--- src/rtl/imem_pkg.sv ---
// rtl/imem_pkg.sv - shared constants and FSM state type for the instruction-memory loader
package imem_pkg;

    localparam int MEM_BYTES      = 256;
    localparam int BYTES_PER_WORD = 4;
    localparam int IMEM_WORD_W    = 32;
    localparam int MAX_WORDS      = MEM_BYTES / BYTES_PER_WORD;

    typedef enum logic [2:0] {
        ST_IDLE,
        ST_ACCEPT,
        ST_WRITE,
        ST_DONE,
        ST_ERR
    } state_e;

endpackage

--- src/rtl/imem_byte_sel.sv ---
// rtl/imem_byte_sel.sv - big-endian byte lane select: index 0 picks the most significant byte
module imem_byte_sel
    import imem_pkg::*;
(
    input  logic [IMEM_WORD_W-1:0] word_i,
    input  logic [1:0]             byte_idx_i,
    output logic [7:0]             byte_o
);

    always_comb begin
        byte_o = 8'h00;
        case (byte_idx_i)
            2'd0:    byte_o = word_i[31:24];
            2'd1:    byte_o = word_i[23:16];
            2'd2:    byte_o = word_i[15:8];
            default: byte_o = word_i[7:0];
        endcase
    end

endmodule

--- src/rtl/imem_loader.sv ---
// rtl/imem_loader.sv - accepts instruction words and writes them bytewise into instruction memory
module imem_loader
    import imem_pkg::*;
#(
    parameter int ADDR_W = 8,
    parameter int WORD_W = 32
) (
    input  logic              clk,
    input  logic              rst,
    input  logic              start,
    input  logic [ADDR_W-1:0] base_addr,
    input  logic              in_valid,
    input  logic [WORD_W-1:0] in_data,
    input  logic              in_last,
    output logic              in_ready,
    output logic              mem_we,
    output logic [ADDR_W-1:0] mem_addr,
    output logic [7:0]        mem_wdata,
    output logic              busy,
    output logic              done,
    output logic              error,
    output logic [6:0]        words_written
);

    state_e            state_q;
    logic [ADDR_W-1:0] ptr_q;
    logic [ADDR_W-1:0] ptr_d;
    logic [1:0]        byte_idx_q;
    logic [WORD_W-1:0] data_q;
    logic              last_q;
    logic [6:0]        words_q;
    logic [6:0]        words_d;
    logic              error_q;
    logic              done_q;
    logic              in_ready_q;
    logic              busy_q;
    logic              mem_we_q;
    logic [7:0]        sel_byte;

    imem_byte_sel u_byte_sel (
        .word_i     (data_q),
        .byte_idx_i (byte_idx_q),
        .byte_o     (sel_byte)
    );

    // ptr_d wrapping to zero after the last byte of a word means the memory is full
    assign ptr_d   = ptr_q + ADDR_W'(1);
    assign words_d = (words_q == 7'(MAX_WORDS)) ? words_q : words_q + 7'd1;

    always_ff @(posedge clk) begin
        if (rst) begin
            state_q    <= ST_IDLE;
            ptr_q      <= '0;
            byte_idx_q <= '0;
            data_q     <= '0;
            last_q     <= 1'b0;
            words_q    <= '0;
            error_q    <= 1'b0;
            done_q     <= 1'b0;
            in_ready_q <= 1'b0;
            busy_q     <= 1'b0;
            mem_we_q   <= 1'b0;
        end else begin
            case (state_q)
                ST_IDLE: begin
                    if (start) begin
                        ptr_q      <= base_addr & ~ADDR_W'(3);
                        words_q    <= '0;
                        error_q    <= 1'b0;
                        in_ready_q <= 1'b1;
                        busy_q     <= 1'b1;
                        state_q    <= ST_ACCEPT;
                    end
                end
                ST_ACCEPT: begin
                    if (in_valid) begin
                        data_q     <= in_data;
                        last_q     <= in_last;
                        byte_idx_q <= '0;
                        in_ready_q <= 1'b0;
                        mem_we_q   <= 1'b1;
                        state_q    <= ST_WRITE;
                    end
                end
                ST_WRITE: begin
                    ptr_q      <= ptr_d;
                    byte_idx_q <= byte_idx_q + 2'd1;
                    if (byte_idx_q == 2'd3) begin
                        mem_we_q <= 1'b0;
                        words_q  <= words_d;
                        if (last_q) begin
                            done_q  <= 1'b1;
                            state_q <= ST_DONE;
                        end else if (ptr_d == '0) begin
                            error_q <= 1'b1;
                            state_q <= ST_ERR;
                        end else begin
                            in_ready_q <= 1'b1;
                            state_q    <= ST_ACCEPT;
                        end
                    end
                end
                ST_DONE: begin
                    done_q  <= 1'b0;
                    busy_q  <= 1'b0;
                    state_q <= ST_IDLE;
                end
                ST_ERR: begin
                    busy_q  <= 1'b0;
                    state_q <= ST_IDLE;
                end
                default: state_q <= ST_IDLE;
            endcase
        end
    end

    assign in_ready      = in_ready_q;
    assign mem_we        = mem_we_q;
    assign mem_addr      = mem_we_q ? ptr_q : '0;
    assign mem_wdata     = mem_we_q ? sel_byte : 8'h00;
    assign busy          = busy_q;
    assign done          = done_q;
    assign error         = error_q;
    assign words_written = words_q;

endmodule

--- config.mk ---
export PLATFORM = sky130hd
export DESIGN_NAME = imem_loader
export DESIGN_NICKNAME = d
export VERILOG_FILES = /design/src/rtl/imem_pkg.sv /design/src/rtl/imem_byte_sel.sv /design/src/rtl/imem_loader.sv
export SDC_FILE = /design/constraint.sdc
export NUM_CORES = 1
export LEC_CHECK = 0
export ABC_AREA = 0
export BUFFER_PORTS_ARGS = -buffer_cell sky130_fd_sc_hd__clkbuf_2
export CORE_MARGIN = 2
export CORE_UTILIZATION = 30
export DETAILED_ROUTE_END_ITERATION = 8
export GPL_TIMING_DRIVEN = 0
export HOLD_SLACK_MARGIN = 0.15
export PLACE_DENSITY = 0.49
export SETUP_SLACK_MARGIN = 0.3
export SLEW_MARGIN = 20
export SYNTH_ARGS = -nofsm -noshare
export SYNTH_HDL_FRONTEND = slang
export SYNTH_HIERARCHICAL = 1
export SYNTH_SLANG_ARGS = --single-unit
--- constraint.sdc ---
create_clock -name clk -period 4.9 [get_ports clk]
set_clock_uncertainty 0.05 [all_clocks]
set_input_delay 0.98 -clock clk [delete_from_list [all_inputs] [get_ports clk]]
set_output_delay 0.98 -clock clk [all_outputs]
set_load 0.1 [all_outputs]
# --- After elaboration in Yosys (flattened, before gate mapping) ---
# Index checks and enable logic that the tools add are counted.
classes:
  reduce_logical: 19
  shifts: 0
  bitwise_logic: 0
  addsub: 3
  mux: 35
  n_div: 0
  mul: 0
  eq_ne: 16
  magnitude_cmp: 0
ops:
  columns: ["cell", "n"]
  rows:
  - ["8-bit two-way mux", 3]
  - ["8-bit one-hot mux with 3 select lines", 1]
  - ["7-bit two-way mux", 3]
  - ["2-bit != test, second input constant", 8]
  - ["8-bit one-hot mux with 2 select lines", 1]
  - ["3-bit two-way mux", 5]
  - ["7-bit one-hot mux with 2 select lines", 1]
  - ["1-bit two-way mux", 13]
  - ["3-bit one-hot mux with 3 select lines", 1]
  - ["3-bit AND reduction", 3]
  - ["8-bit by 1-bit adder with 8-bit output, second input constant", 1]
  - ["8-bit zero test", 1]
  - ["1-bit one-hot mux with 2 select lines", 4]
  - ["2-bit AND reduction", 4]
  - ["2-bit nonzero test", 4]
  - ["7-bit by 1-bit adder with 7-bit output, second input constant", 1]
  - ["7-bit == test, second input constant", 1]
  - ["3-bit by 2-bit == test with 1-bit output, second input constant", 2]
  - ["6-bit AND reduction", 1]
  - ["5-bit AND reduction", 1]
  - ["2-bit == test, second input constant", 2]
  - ["2-bit one-hot mux with 2 select lines", 1]
  - ["4-bit AND reduction", 1]
  - ["3-bit by 1-bit == test with 1-bit output, second input constant", 1]
  - ["other kinds (9)", 9]
totals:
  n_memories: 0
  elab_cells: 84
  latchBits: 0
  in_bits: 45
  ram_bits: 0
  romBits: 0
  reg_bits: 58

# --- Depth between registers and ports, before layout ---
# Gate-level depths: netlist of the first run.
logic_depth:
  depth_word: 6
  depth_mapped: 7

# --- Modules after synthesis ---
# Netlist of the first run, hierarchy kept.
modules_own_cells:
  columns: ["mod", "cells_each", "seq_area_each_um2", "instances", "area_per_inst_um2"]
  rows:
  - ["imem_loader", 336, 1161.1, 1, 2673.8]
  - ["imem_byte_sel", 10, 0.0, 1, 196.4]

# --- Worst setup path after synthesis of the first run ---
# Ideal clock, no wire load.
synth_timing:
  kind: "reg-to-output"
  startpoint: "register mem_we_q (netlist: mem_we)"
  endpoint: "output mem_addr[4]"
  setup_slack_ns: 1.828
  stages_incl_launch_ff: 3
  arrival_ns: 2.042
  path_buffers: 1
  cell_sequence: "dfxtp_1 clkbuf_1 and2_1"
synth_between:
  elab_chain_len: 1
synth_lines:
  columns: ["item", "line", "text"]
  rows:
  - ["start: declaration", "imem_loader.sv:37", "logic mem_we_q;"]
  - ["start signal: assignment", "imem_loader.sv:62", "mem_we_q <= 1'b0;"]
  - ["start signal: assignment", "imem_loader.sv:81", "mem_we_q <= 1'b1;"]
  - ["start signal: assignment", "imem_loader.sv:89", "mem_we_q <= 1'b0;"]
  - ["8-bit two-way mux", "imem_loader.sv:119", "assign mem_addr = mem_we_q ? ptr_q : '0;"]
  - ["end: declaration", "imem_loader.sv:17", "output logic [ADDR_W-1:0] mem_addr,"]
# Every way passes these cells.

# --- Worst setup path after layout of the first run ---
layout_timing:
  startpoint: "register byte_idx_q[0]"
  endpoint: "output mem_wdata[7]"
layout_between:
  elab_chain_len: 3
layout_lines:
  columns: ["item", "line", "text"]
  rows:
  - ["start: declaration", "imem_loader.sv:28", "logic [1:0] byte_idx_q;"]
  - ["start signal: assignment", "imem_loader.sv:87", "byte_idx_q <= byte_idx_q + 2'd1;"]
  - ["2-bit == test, or another cell as far along", "imem_byte_sel.sv:12", "case (byte_idx_i)"]
  - ["8-bit one-hot mux with 3 select lines *", "imem_byte_sel.sv:12", null]
  - ["named net sel_byte[7]", "imem_loader.sv:38", "logic [7:0] sel_byte;"]
  - ["8-bit two-way mux *", "imem_loader.sv:120", "assign mem_wdata = mem_we_q ? sel_byte : 8'h00;"]
  - ["end: declaration", "imem_loader.sv:18", "output logic [7:0] mem_wdata,"]
# Mark *: on every way through the listed nets, which the timed path passes. The rest lies on a longest branch.

==> out/results.ini, run 1 <==
[clock_network]
h-tree-depth=3
clk_pin_slew_ps=60
clock-sinks=58
post_cts_buffers=0
ctsHoldBuffers=0
clkLatencyLatePin_ps=340
cts_buffers=9
cts_tree=done
cts_root_buf=clkbuf_8
cts_resized=0
clock_path_buffers=2

[setup_path]
cp.arrival_ps=2000
critPathRequiredTime_ps=3870
r2r_cells=6
r2r-start=ptr_q[0]
r2r_end=state_q[0]
crit_type=register to output pin
critPathMaxFanout=8
ff2ff_setup_slack_ps=2830
worstSetupEndpointType=output pin
critPathLaunch=byte_idx_q[0]
start_kind=register

[die]
ios=73
die_w_um=102
die_y_um=102
die_area_sq_um=10400
core-area_sq_um=9240
floorplan.initialDensity=0.311
rows=35

[yosys]
synth.distinct_cells=51
synth.ff_latch_count=58
ys_warn_count=6
synth_top_flop_cell=dfxtp_1
synthCells=346
synth_nets=396
yosysSeqAreaShare=0.405
synth_enable_flop_cells=0
synth_area_leaders=dfxtp_1, nand2_1, a21oi_1
yosys.area.top_type=dfxtp_1
postSynth.asyncResetShare=0
synth_top_area_frac=0.405
syn_area_sq_um=2870
syn_area_per_cell_sq_um=8.30

[finish]
area_growth_pct=25.6
antenna_cells=0
drive_above_1_share=0.274
stdcell_count=560
mostFrequentLayoutCells=nand2_1, clkbuf_2, dfxtp_1
ff_latch_area_sq_um=1160
final_common_cell=nand2_1
multiInputGateArea_sq_um=1530
fin_nets=476
fin_util=0.390
num-fill-cells=987

[detailed_routing]
route.met2.wl_um=3250
top_layer=met4
ant_nets=0
first_pass_iters=4
vias_per_cell=4.70
wl_met3_um=372
dr_total_vias=2630
wl_per_cell_um=13.6
wl_met1_um=3930
drtIter0Drc=121
drc=0
drt-total-wl_um=7640

[power]
irDropWorstVdd_uv=141
p_leak_uw=0.00143
p_per_area_nw_per_um2=327

[sta]
fin_setup_tns_ps=0
hold_violations=0
worstMarginPinSlew_ps=625
rsz0062_at_grt=no
whs_ps=402
drv_slew=0
period_minus_slack_ps=3030
relSlewSlack=0.581
setup_viol=0
timing.final.ws_setup_ps=1870
fin_crit_sh=0.619
clock.fmax_mhz=330

[place]
place_hpwl_um=5640
dp_worst_setup_slack_ps=2220
dp.cells=544
gp_congestion=0.825
port_buffers=69

[grt]
grt_pass1_wl_um=12000
grt.total_usage=0.153
grt_pass1_vias=2396
grt-ovfl-total=0
grt_max_degree=11
grt_antenna_before_repair=0

[outcome]
status=completed

[hold_path]
hp-class=register to register
hold_end=data_q[15]
holdPathStages=2
hp-start=data_q[15]

[job]
max_cap_violations=0

critical path: stages, from the launching register on:
cell      delay (ps)
dfxtp_1          400
buf_6            190
mux4_2           520
and2_1           180
clkbuf_2         370
synth_stat cells (2+ instances only):
master,instances
a21oi_1,44
xor2_1,2
inv_1,11
a221oi_1,2
xnor2_1,7
o21ai_0,7
nor4_1,3
nor4b_1,2
clkbuf_1,10
buf_6,4
ha_1,5
a31oi_1,2
nor3_1,8
and2_1,16
nand2_1,81
a222oi_1,2
a22oi_1,2
buf_2,8
nor2_1,29
dfxtp_1,58
nand2b_1,2
nor2b_1,2
mux4_2,8
nand3_1,4
power by group:
group	switching, uW	total [uW]	internal (uW)	leakage [uW]
registers	16.6	507	491	0.000471
logic	104	163	58.5	0.000845
clock network	195	509	314	0.000117
total	316	1180	864	0.00143
kinds of logic after synthesis:
family | after synthesis | share of synthesized area
simple gates | 156 | 0.255
compound gates | 73 | 0.158
flops | 58 | 0.405
buf+inv | 35 | 0.0615
mux | 10 | 0.0719
xor+xnor | 9 | 0.0275
fa+ha+maj | 5 | 0.0218
metrics by stage:
stage                     instance area (sq um)  total power, uW
after floorplan                            2870              632
after global placement                     3380              680
after detailed placement                   3380              682
after CTS                                  3610             1190
after global routing                       3610             1230
final                                      3610             1180
layer usage:
metal,global-route usage,up-vias
met5,0,-
met2,0.222,50
li1,-,1353
met1,0.217,1217
met4,0.0564,0
met3,0.0431,10
sequential cells by signal (all words and copies together) (netlist names):
signal	flops
mem_we	1
in_ready	1
busy	1
data_q	32
state_q	3
byte_idx_q	2
last_q	1
done	1
ptr_q	8
error	1
words_written	7
worst max path at each step:
stage	end	slack (ps)	cells past startpoint
final	mem_wdata[7]	1870	4
after global routing	mem_wdata[7]	1780	4
after CTS	mem_wdata[7]	1850	4
after detailed placement	mem_wdata[7]	2220	4
after global placement	mem_wdata[7]	2220	4
after floorplan	mem_addr[4]	1830	2
cell type report:
cell class | instances | share of cell area
clock inverters | 4 | 0.0205
plain buffers | 24 | 0.0375
well taps | 129 | 0.0448
inverters | 11 | 0.0115
repair buffers | 69 | 0.0958
flip-flops and latches | 58 | 0.322
multi-input cells | 253 | 0.425
clock buffers | 12 | 0.0430
(Power assumes the default switching activity.)
==> run 2: changes to the inputs <==
--- a/config.mk
+++ b/config.mk
@@ -12,7 +12,7 @@
 export DETAILED_ROUTE_END_ITERATION = 8
 export GPL_TIMING_DRIVEN = 0
 export HOLD_SLACK_MARGIN = 0.15
-export PLACE_DENSITY = 0.49
+export PLACE_DENSITY = 0.51
 export SETUP_SLACK_MARGIN = 0.3
 export SLEW_MARGIN = 20
 export SYNTH_ARGS = -nofsm -noshare
==> constraint.sdc (replaced) <==
create_clock -name clk -period 2.7 [get_ports clk]
set_clock_uncertainty 0.05 [all_clocks]
set_input_delay 0.54 -clock clk [delete_from_list [all_inputs] [get_ports clk]]
set_output_delay 0.54 -clock clk [all_outputs]
set_load 0.1 [all_outputs]
==> run 2 against run 1 <==
Net effect:
- sequential share of layout area fell by 0.68 points
- non-clock buffer count unchanged
- flip-flop and latch count unchanged
- cell area grew 2.4%
- critical path depth is the same
- clock power rose by 81%
- utilization increased by 0.93 points
==> out/results.ini, run 2 (synthesis results as in run 1) <==
[place]
place_hpwl_um=5680  ; +0.54%
dpl_cell_area_sq_um=3380  ; about the same
port_buffers=69  ; unchanged
gp_congestion=0.808  ; -2.0%

[clock_network]
cts_resized=20  ; +20
clk_pin_slew_ps=70  ; about the same
h-tree-depth=3  ; unchanged
cts_buffers=9  ; unchanged
cts_tree=done
ctsHoldBuffers=0  ; unchanged
post_cts_buffers=0  ; unchanged
clock-sinks=58  ; unchanged
clkLatencyLatePin_ps=340  ; about the same
clock_path_buffers=2  ; unchanged
cts_root_buf=clkbuf_8

[setup_path]
crit_top_cell=buf_8
critPathMaxFanout=8  ; unchanged
critical_path.max_stage_delay_ps=510  ; about the same
crit_type=register to output pin
worstSetupEndpointType=output pin
r2r_cells=6  ; unchanged
cp.arrival_ps=1760  ; -240 ps
ff2ff_setup_slack_ps=640  ; -2190 ps
start_kind=register
critPathRequiredTime_ps=2110  ; -1760 ps
critPathSlowestCell=mux4_2
cp_cell_sequence=buf_8, mux4_2, and2_1, buf_8

[power]
p_int_uw=1560  ; +81%
p_per_area_nw_per_um2=580  ; +77%
power_frac_seq=0.430  ; about the same
power_switching_uw=578  ; +83%
p_leak_uw=0.00145  ; +0.90%
clkPwrFrac=0.431  ; about the same
irDropWorstVdd_uv=277  ; +96%
comb_power_share=0.139  ; about the same
switching_share=0.270  ; +0.00172

[detailed_routing]
drtIter0Drc=144  ; +19%
drc=0  ; unchanged
wl_per_cell_um=13.8  ; +0.87%
ant_nets=0  ; unchanged
dr_total_vias=2616  ; -0.53%
drt-total-wl_um=7690  ; +0.69%
first_pass_iters=4  ; unchanged
vias_per_cell=4.68  ; -0.35%

[finish]
largest_reg_flops=32  ; unchanged
antenna_cells=0  ; unchanged
regMostFlops=data_q
drive_above_1_share=0.279  ; +0.00529
num-fill-cells=982  ; -0.51%
design_area_sq_um=3690  ; +2.4%
area_growth_pct=28.6
fin_nets=476  ; unchanged
final_common_cell=nand2_1
mostFrequentLayoutCells=nand2_1, clkbuf_2, dfxtp_1

[sta]
period_minus_slack_ps=2350
fin_crit_sh=0.870
setup_viol=0  ; unchanged
hold_violations=0  ; unchanged
worstMarginPinSlew_ps=647  ; +22.0 ps
rsz0062_at_grt=yes
fin_setup_tns_ps=0  ; unchanged
clock.fmax_mhz=426
drv_slew=0  ; unchanged
relSlewSlack=0.566  ; -0.0152

[job]
max_cap_violations=0  ; unchanged

[grt]
grt_pass1_vias=2512  ; +4.8%
grt_max_degree=11  ; unchanged
grt_pass1_wl_um=12500  ; +3.6%
grt-ovfl-total=0  ; unchanged
grt.total_usage=0.155  ; +0.00238
grt_antenna_before_repair=0  ; unchanged

[die]
rows=35  ; unchanged
core-area_sq_um=9240  ; unchanged
floorplan.initialDensity=0.311  ; unchanged
die_w_um=102  ; unchanged
die_y_um=102  ; unchanged
ios=73  ; unchanged
die_area_sq_um=10400  ; unchanged

[hold_path]
hp-class=input port to register
holdPathStages=3  ; +1

[outcome]
status=completed

## run 2: through the flow
| stage | hold WS (ps) | utilization | cells | setup WS [ps] | power (uW) |
|---|---|---|---|---|---|
| detailed placement | 397 | 0.366 | 544 | 451 | 1240 |
| CTS | 355 | 0.399 | 559 | 289 | 2160 |
| finish | 365 | 0.400 | 559 | 351 | 2140 |
| floorplan | 383 | - | 346 | 405 | 1150 |
| global route | 355 | 0.400 | 559 | 288 | 2240 |
| global placement | 390 | 0.366 | 544 | 463 | 1240 |
## run 2: layout make-up
class,count,area [sq um],area share
Tap cell,129,161,0.0437
Buffer,24,139,0.0376
Clock inverter,4,75.1,0.0203
Multi-Input combinational cell,253,1530,0.415
Clock buffer,11,151,0.0410
Inverter,11,41.3,0.0112
Sequential cell,58,1160,0.315
Timing Repair Buffer,69,428,0.116
## run 2: critical path, delay by kind of cell (launching register included)
family	cells	cell delay, ps
buffers and inverters	2	340
flip-flops	1	370
AND/OR/NAND/NOR	1	200
multiplexers	1	510
## run 2: metal layers
layer	vias up	routed length (um)	track usage
met3	10	314	0.0397
li1	1345	-	-
met5	-	0	0
met1	1209	3820	0.215
met2	52	3470	0.236
met4	0	95	0.0523
## run 2: power groups by stage
stage | combinational [uW] | sequential, uW | clock (uW)
2_1_floorplan | 176 | 970 | 0
5_1_grt | 329 | 926 | 984
3_3_place_gp | 297 | 938 | 0
6_report | 298 | 921 | 923
4_1_cts | 301 | 921 | 943
3_5_place_dp | 298 | 940 | 0
## run 2: final timing paths
kind / from / endpoint
worst max-delay path: byte_idx_q[0] / mem_wdata[7]
worst min register to register: data_q[12] / data_q[12]
worst min-delay path: in_data[28] / data_q[28]
worst max register to register: ptr_q[0] / state_q[0]
==> run 3: changes to the inputs <==
--- a/config.mk
+++ b/config.mk
@@ -8,11 +8,11 @@
 export ABC_AREA = 0
 export BUFFER_PORTS_ARGS = -buffer_cell sky130_fd_sc_hd__clkbuf_2
 export CORE_MARGIN = 2
-export CORE_UTILIZATION = 30
+export CORE_UTILIZATION = 35
 export DETAILED_ROUTE_END_ITERATION = 8
 export GPL_TIMING_DRIVEN = 0
 export HOLD_SLACK_MARGIN = 0.15
-export PLACE_DENSITY = 0.51
+export PLACE_DENSITY = 0.58
 export SETUP_SLACK_MARGIN = 0.3
 export SLEW_MARGIN = 20
 export SYNTH_ARGS = -nofsm -noshare
==> run 3 against run 2 <==
Net effect:
- count of clock-buffer cells in the layout did not move
- cell count fell by 4.1%
- maximum frequency fell by 0.92%
- highest routed layer unchanged
- sequential share of layout area rose by 0.81 points
- worst hold slack improved by 4.6 ps
- first-iteration DRC count fell by 53%
- critical path type unchanged
- register-to-register slack got worse by 30 ps
- die area fell by 14%
- flip-flop and latch count did not move
- combinational power barely moved
- setup slack got worse by 22 ps
- critical path depth did not move
==> out/results.ini, run 3 (synthesis results as in run 1) <==
[finish]
num-fill-cells=853  ; -13%
antenna_cells=0  ; unchanged
regMostFlops=data_q
largest_reg_flops=32  ; unchanged
drive_above_1_share=0.278  ; -0.000647
mostFrequentLayoutCells=nand2_1, clkbuf_2, dfxtp_1
ff_latch_area_sq_um=1160  ; unchanged
fin_nets=476  ; unchanged
stdcell_count=536  ; -4.1%
multiInputGateArea_sq_um=1530  ; unchanged
final_common_cell=nand2_1
area_growth_pct=25.4

[sta]
setup_viol=0  ; unchanged
worstMarginPinSlew_ps=673  ; +25.7 ps
clock.fmax_mhz=422  ; -0.92%
timing.final.ws_setup_ps=329  ; -21.7 ps
drv_slew=0  ; unchanged
relSlewSlack=0.549  ; -0.0172
fin_setup_tns_ps=0  ; unchanged
hold_violations=0  ; unchanged
period_minus_slack_ps=2370  ; +21.7 ps
rsz0062_at_grt=yes
fin_crit_sh=0.878  ; +0.00804

[detailed_routing]
dr_total_vias=2645  ; +1.1%
wl_per_cell_um=13.8  ; +0.32%
drtIter0Drc=67  ; -53%
first_pass_iters=4  ; unchanged
drt-total-wl_um=7400  ; -3.8%
ant_nets=0  ; unchanged
drc=0  ; unchanged
vias_per_cell=4.93  ; +5.4%

[power]
switching_share=0.298  ; +0.0283
p_leak_uw=0.00142  ; -1.5%
power_switching_uw=574  ; -0.64%
power_frac_seq=0.478  ; +0.048
p_per_area_nw_per_um2=535  ; -7.8%
p_int_uw=1350  ; -14%
irDropWorstVdd_uv=237  ; -14%
comb_power_share=0.154  ; +0.015
clkPwrFrac=0.368  ; -0.063

[setup_path]
critPathLaunch=byte_idx_q[0]
critPathSlowestCell=mux4_2
path_buf_inv=2  ; unchanged
critical-path-top-delay-family=multiplexers
r2r_cells=6  ; unchanged
critical_path_depth=4  ; unchanged
cp_cell_sequence=buf_8, mux4_2, and2_1, clkbuf_8
ff2ff_setup_slack_ps=610  ; -30 ps
crit_end=mem_wdata[2]
crit_type=register to output pin
start_kind=register
worstSetupEndpointType=output pin
r2r-start=ptr_q[0]
r2r_end=state_q[0]
critPathRequiredTime_ps=2110  ; about the same
critPathMaxFanout=8  ; unchanged
critical_path.max_stage_delay_ps=500  ; about the same
cp.arrival_ps=1780  ; +20 ps

[grt]
grt_pass1_wl_um=12000  ; -3.7%
grt.total_usage=0.174  ; +0.0183
grt-ovfl-total=0  ; unchanged
grt_max_degree=11  ; unchanged
grt_antenna_before_repair=0  ; unchanged
grt_pass1_vias=2521  ; +0.36%

[die]
die_area_sq_um=8940  ; -14%
floorplan.initialDensity=0.355  ; +0.0440
die_y_um=94.6  ; -7.1%
die_w_um=94.6  ; -7.1%
core-area_sq_um=8090  ; -12%
rows=33  ; -5.7%
ios=73  ; unchanged

[clock_network]
cts_tree=done
clkLatencyLatePin_ps=340  ; about the same
clk_pin_slew_ps=70  ; about the same
cts_buffers=9  ; unchanged
clock-sinks=58  ; unchanged
h-tree-depth=3  ; unchanged
clock_path_buffers=2  ; unchanged
cts_root_buf=clkbuf_8
ctsHoldBuffers=0  ; unchanged

[place]
place_hpwl_um=5440  ; -4.2%
port_buffers=69  ; unchanged
dp.cells=520  ; -4.4%
gp_congestion=0.822  ; +1.8%
dp_worst_setup_slack_ps=474  ; +23.2 ps

[hold_path]
hp-class=input port to register

[outcome]
status=completed

[job]
max_cap_violations=0  ; unchanged

-- run 3: layout make-up --
type	count	share of cell area
Timing Repair Buffer	69	0.117
Tap cell	105	0.0365
Inverter	11	0.0115
Multi-Input combinational cell	253	0.426
Buffer	24	0.0386
Clock inverter	5	0.00834
Clock buffer	11	0.0393
Sequential cell	58	0.323
-- run 3: power groups by stage --
stage	Clock [uW]	Sequential, uW	Combinational, uW
3_5_place_dp	0	940	296
4_1_cts	723	921	298
3_3_place_gp	0	938	293
5_1_grt	760	925	326
2_1_floorplan	0	970	176
6_report	708	921	297
-- run 3: routing by layer --
metal  routed length, um  vias to the layer above  GRT usage
li1                    -                     1348          -
met1                3650                     1240      0.235
met2                3330                       47      0.265
met3                 275                       10     0.0431
met4                 146                        0     0.0700
met5                   0                        -          0
-- run 3: worst min-delay path by stage --
stage | end | slack [ps] | cells past startpoint | from
after global routing | data_q[21] | 360 | 3 | in_data[21]
after CTS | data_q[24] | 360 | 3 | in_data[24]
after global placement | data_q[19] | 390 | 2 | data_q[19]
final | data_q[28] | 370 | 3 | in_data[28]
after detailed placement | data_q[2] | 390 | 2 | data_q[2]
after floorplan | data_q[10] | 380 | 2 | data_q[10]
-- run 3: repair_timing --
item,in CTS,in global routing
gates resized for setup,17,7
setup endpoints to repair,8,10
buffers inserted,0,0
-- run 3: through the flow --
stage	util	hold WS (ps)	area (sq um)	power, uW
CTS	0.444	361	3590	1940
finish	0.445	370	3600	1930
detailed placement	0.414	395	3350	1240
global route	0.445	364	3600	2010
floorplan	-	383	2870	1150
global placement	0.414	390	3350	1230
-- run 3: worst register-to-register path, cell delays in order (launching register included) --
cell,delay (ps)
dfxtp_1,480
ha_1,250
and2_1,160
a21oi_1,100
o32ai_1,250
o2111ai_1,260
o41a_2,420
